### src/rtl/ti_share_recombiner.sv
// ti_share_recombiner: collects three serial TI output shares, XORs them into the
// unmasked byte and queues the result in a small FIFO with valid/ready output.
module ti_share_recombiner #(
    parameter int DEPTH = 4
) (
    input  logic       clk,
    input  logic       rst,
    input  logic [7:0] share_in,
    input  logic       share_valid,
    output logic [7:0] data_out,
    output logic       data_valid,
    input  logic       data_ready,
    output logic       frame_err,
    output logic       overflow,
    input  logic       clr_err,
    output logic [7:0] frame_cnt
);
    localparam int AW = $clog2(DEPTH);
    localparam logic [AW:0] FULL_LVL = (AW+1)'(DEPTH);

    typedef enum logic [1:0] {IDLE, GOT1, GOT2} state_t;

    state_t        state, state_nxt;
    logic [7:0]    acc, acc_nxt, push_data, head_nxt;
    logic          push, trunc, full, pop, wr_en, drop;
    logic [AW-1:0] rd_ptr, wr_ptr, rd_nxt;
    logic [AW:0]   count;
    logic [7:0]    mem [DEPTH];

    always_comb begin
        state_nxt = IDLE;
        acc_nxt   = 8'h00;
        push      = 1'b0;
        trunc     = 1'b0;
        push_data = acc ^ share_in;
        case (state)
            IDLE: if (share_valid) begin
                state_nxt = GOT1;
                acc_nxt   = share_in;
            end
            GOT1: if (share_valid) begin
                state_nxt = GOT2;
                acc_nxt   = acc ^ share_in;
            end else trunc = 1'b1;
            GOT2: if (share_valid) push = 1'b1;
                  else trunc = 1'b1;
            default: ;
        endcase
    end

    assign data_valid = count != '0;
    assign full       = count == FULL_LVL;
    assign pop        = data_valid & data_ready;
    assign wr_en      = push & (~full | pop);
    assign drop       = push & full & ~pop;
    assign rd_nxt     = pop ? rd_ptr + 1'b1 : rd_ptr;
    // the new head may be the byte being written on this same edge
    assign head_nxt   = (wr_en && wr_ptr == rd_nxt) ? push_data : mem[rd_nxt];

    always_ff @(posedge clk) begin
        if (wr_en) mem[wr_ptr] <= push_data;
    end

    always_ff @(posedge clk or negedge rst) begin
        if (!rst) begin
            state     <= IDLE;
            acc       <= 8'h00;
            frame_err <= 1'b0;
            rd_ptr    <= '0;
            wr_ptr    <= '0;
            count     <= '0;
            data_out  <= 8'h00;
            overflow  <= 1'b0;
            frame_cnt <= 8'h00;
        end else begin
            state     <= state_nxt;
            acc       <= acc_nxt;
            frame_err <= trunc;
            rd_ptr    <= rd_nxt;
            count     <= count + {{AW{1'b0}}, wr_en} - {{AW{1'b0}}, pop};
            if (wr_en) wr_ptr <= wr_ptr + 1'b1;
            if (wr_en) frame_cnt <= frame_cnt + 8'd1;
            if (wr_en || pop) data_out <= head_nxt;
            if (drop) overflow <= 1'b1;
            else if (clr_err) overflow <= 1'b0;
        end
    end
endmodule
### config.mk
export PLATFORM = sky130hd
export DESIGN_NAME = ti_share_recombiner
export DESIGN_NICKNAME = d
export VERILOG_FILES = /design/src/rtl/ti_share_recombiner.sv
export SDC_FILE = /design/constraint.sdc
export NUM_CORES = 1
export LEC_CHECK = 0
export ABC_AREA = 0
export BUFFER_PORTS_ARGS = -buffer_cell sky130_fd_sc_hd__buf_2
export CAP_MARGIN = 20
export CORE_AREA = 3 3 82 84
export CTS_CLUSTER_DIAMETER = 40
export DETAILED_ROUTE_END_ITERATION = 8
export DIE_AREA = 0 0 85 87
export GPL_ROUTABILITY_DRIVEN = 0
export PLACE_DENSITY = 0.74
export RECOVER_POWER = 100
export SLEW_MARGIN = 20
export SYNTH_ARGS = -nofsm -noshare
export SYNTH_HDL_FRONTEND = slang
export SYNTH_SLANG_ARGS = --single-unit
### constraint.sdc
create_clock -name clk -period 2.9 [get_ports clk]
set_clock_uncertainty 0.05 [all_clocks]
set_input_delay 0.145 -clock clk [delete_from_list [all_inputs] [get_ports clk]]
set_output_delay 0.145 -clock clk [all_outputs]
set_load 0.005 [all_outputs]
==> flow_summary.json <==
{
  "switchingPower_uw": 1080,
  "via_count": 2314,
  "synth_xor_area_share_pct": 5.88,
  "worstHoldStart": "data_ready",
  "grtUsageMet3_pct": 4.45,
  "synth-adder-area-share_pct": 4.43,
  "peakVddDrop_uv": 423,
  "start_util_pct": 54.7,
  "coreArea_mm2": 0.00599,
  "path_clk_slew_ps": 60,
  "synthMuxAreaShare_pct": 3.05,
  "ff2ff_setup_slack_ps": 510,
  "synthSimpleGateAreaFrac_pct": 14.2,
  "rr_worst_depth": 9,
  "htreeDepth": 3,
  "antenna_found_initial": 0,
  "syn_area_mm2": 0.00328,
  "die_w_um": 85,
  "dr.pass1.iters": 4,
  "crit_top_cell": "inv_1",
  "p_clk_share_pct": 26.4,
  "pwr-share-seq_pct": 41.9,
  "clkLatencyLatePin_ps": 330,
  "antenna_cells": 0,
  "cts_tree": "yes",
  "synth-edff-count": 32,
  "dpl.hpwl_mm": 4.57,
  "globalRouteOverflowTotal": 0,
  "cts.sinks": 67,
  "hold_end": "overflow$_DFFE_PN0P_",
  "area_growth_syn_to_layout_pct": 14.9,
  "first_iter_violations": 191,
  "synth_top_area_cell": "edfxtp_1",
  "maxSlewHeadroom_pct": -25.8,
  "critPathSlowestCell": "dfrtp_1",
  "grt_pass1_wl_mm": 11.6,
  "die_area_mm2": 0.00740,
  "numCtsBuffers": 9,
  "drive_above_1_share_pct": 14.2,
  "yosysSeqAreaShare_pct": 56.1,
  "path_delay_family": "adder cells",
  "violations": "capacitance limit, slew limit",
  "nets": 356,
  "fin_crit_sh_pct": 82.4,
  "worstPathArrival_ps": 2550,
  "crit_chain": "o31ai_1 > inv_1 > ha_1 > inv_1 > ha_1 > inv_1 > fa_1 > xnor2_1 > xnor2_1",
  "synth.distinct_cells": 43,
  "use_met2_pct": 32.6,
  "post-route-util_pct": 62.8,
  "gr-max-usage-layer": "met2",
  "synth_area_leaders": "edfxtp_1 29%, dfrtp_1 27%, xnor2_1 5.6%, o21ai_0 4.9%, nor3_1 4.7%",
  "holdPathStages": 3,
  "intPower_uw": 2150,
  "required_ps": 3060,
  "dieHeight_um": 87,
  "fin_tns_setup_ps": 0,
  "synth_top_family_by_area": "simple AND/OR/NAND/NOR gates",
  "synth_seq_cells": 67,
  "p_leak_uw": 0.00149,
  "async_flop_share_pct": 52.2,
  "rsz0062_at_grt": "no",
  "track_usage_pct": 20.5,
  "layout.cells.non_filler": 412,
  "wl_per_cell_um": 16.5,
  "timing_worst_setup_path_type": "reg -> reg",
  "r2r_end": "count[2]$_DFF_PN0_",
  "dp.cells": 385,
  "synthesis.instances": 290,
  "timing.rr.start": "count[1]$_DFF_PN0_",
  "power_density_mw_per_mm2": 859,
  "ys.flop_type": "dfrtp_1",
  "slew_viol_final": 36,
  "synth.top_cell.area_share_pct": 29.3,
  "p_comb_share_pct": 31.7,
  "wl_mm": 6.79,
  "cts-resized-gates": 0,
  "ys_warn_count": 0,
  "start_kind": "flop",
  "cts-root-buf": "clkbuf_8",
  "maxCapViolCount": 1,
  "slowest_delay_ps": 440,
  "synth_nets": 314,
  "postCtsSetupBuffers": 0,
  "synth-compound-area-share_pct": 11.8,
  "grt_max_degree": 36,
  "postRouteAntennaNets": 0,
  "end_kind": "flop",
  "drc": 0,
  "sw_frac_of_total_pct": 33.4,
  "crit_buf_inv": 3,
  "grt_use_met1_pct": 27.1,
  "via_per_inst": 5.62,
  "cts_max_path_buffers": 2,
  "hold_violations": 0,
  "period_minus_slack_ps": 2390,
  "grt_pass1_vias": 2354,
  "setup_viol": 0,
  "ios": 32,
  "worstMarginPinSlew_ps": 1890,
  "numPortBuffers": 31,
  "status": "finished, violations left",
  "fmax_mhz": 418,
  "cp_max_fo": 15,
  "hp-class": "in -> reg",
  "core.rowCount": 28,
  "syn_area_per_cell_um2": 11.3
}
## sequential cells by signal, summed over array words and instances (netlist names)
register   cells
mem           32
acc            8
data_out       8
frame_cnt      8
count          3
rd_ptr         2
state          2
wr_ptr         2
frame_err      1
overflow       1
## tightest hold or removal path, cell delays in order
cell	delay, ps
buf_2	90
or4b_1	240
o22ai_1	120
## synth_stat cells, types with 2 or more instances
library cell	instances
ha_1	10
buf_1	2
and3_1	5
buf_2	5
mux2_2	8
nor3_1	31
dfrtp_1	35
xnor2_1	21
nand4_1	4
o21ai_0	32
nand3_1	4
nand2_1	22
o221ai_1	7
and2_1	2
inv_1	18
clkbuf_1	6
nor2_1	15
o221a_2	7
edfxtp_1	32
## logic make-up (layout without fill, tap and decap cells)
group | after synthesis | in the layout
flops | 67 | 67
compound gates | 54 | 54
fa+ha+maj | 11 | 11
simple gates | 92 | 92
xor+xnor | 22 | 22
mux | 9 | 9
buf+inv | 35 | 82
## worst max-delay path by stage
stage | depth (start not counted) | start | slack (ps) | to
2_1_floorplan | 11 | count[0]$_DFF_PN0_ | 490 | count[2]$_DFF_PN0_
3_3_place_gp | 9 | count[1]$_DFF_PN0_ | 690 | count[2]$_DFF_PN0_
3_5_place_dp | 5 | rd_ptr[1]$_DFF_PN0_ | 600 | data_out[6]$_DFFE_PN0P_
4_1_cts | 5 | rd_ptr[1]$_DFF_PN0_ | 600 | data_out[3]$_DFFE_PN0P_
5_1_grt | 9 | count[1]$_DFF_PN0_ | 330 | count[2]$_DFF_PN0_
6_report | 9 | count[1]$_DFF_PN0_ | 510 | count[2]$_DFF_PN0_
## placed cells by master, fill, tap and decap left out, types with 2 or more instances in the layout
master	Yosys	routed
dfrtp_1	35	35
mux2_2	8	8
dlygate4sd3_1	0	11
edfxtp_1	32	32
o221ai_1	7	7
xnor2_1	21	21
o221a_2	7	7
clkbuf_8	0	11
o21ai_0	32	32
ha_1	10	10
clkbuf_1	6	24
nand2_1	22	23
and3_1	5	5
buf_4	0	3
nand4_1	4	4
buf_2	5	10
inv_1	18	19
bufinv_16	0	2
nor3_1	31	31
nor2_1	15	15
nand3_1	4	4
## what timing repair did
action / 4_1_cts / 5_1_grt
hold buffers: 11 / 0
hold endpoints to repair: 45 / 0
endpoints found under the setup margin: 0 / 0
## power groups by stage
stage               combinational [µW]  sequential, µW  clock, µW
finish                            1030            1350        854
global route                      1150            1380        911
CTS                               1060            1350        867
detailed placement                1040            1370          0
global placement                   990            1370          0
floorplan                          803            1290          0
## stage by stage
| step | power [µW] | hold WS, ps | worst slack (ps) | instance area (µm²) |
|---|---|---|---|---|
| after floorplan | 2100 | -201 | 488 | 3280 |
| after global placement | 2360 | 227 | 694 | 3480 |
| after detailed placement | 2410 | 218 | 600 | 3480 |
| after CTS | 3280 | 180 | 601 | 3810 |
| after global routing | 3440 | 257 | 335 | 3760 |
| final | 3230 | 256 | 509 | 3760 |
## metal layers
layer	vias up	share of wire (%)
li1	1126	-
met1	1128	45
met2	55	49
met3	5	4.0
met4	0	1.1
met5	-	0
## final cells by class
type                            count  area [µm²]
Sequential cell                    67        1840
Clock buffer                       14         163
Timing Repair Buffer               45         262
Inverter                           21        83.8
Clock inverter                      2        60.1
Tap cell                           75        93.8
Fill cell                         449        2230
Multi-Input combinational cell    188        1260
No activity file was read; power rests on OpenSTA's default activity.
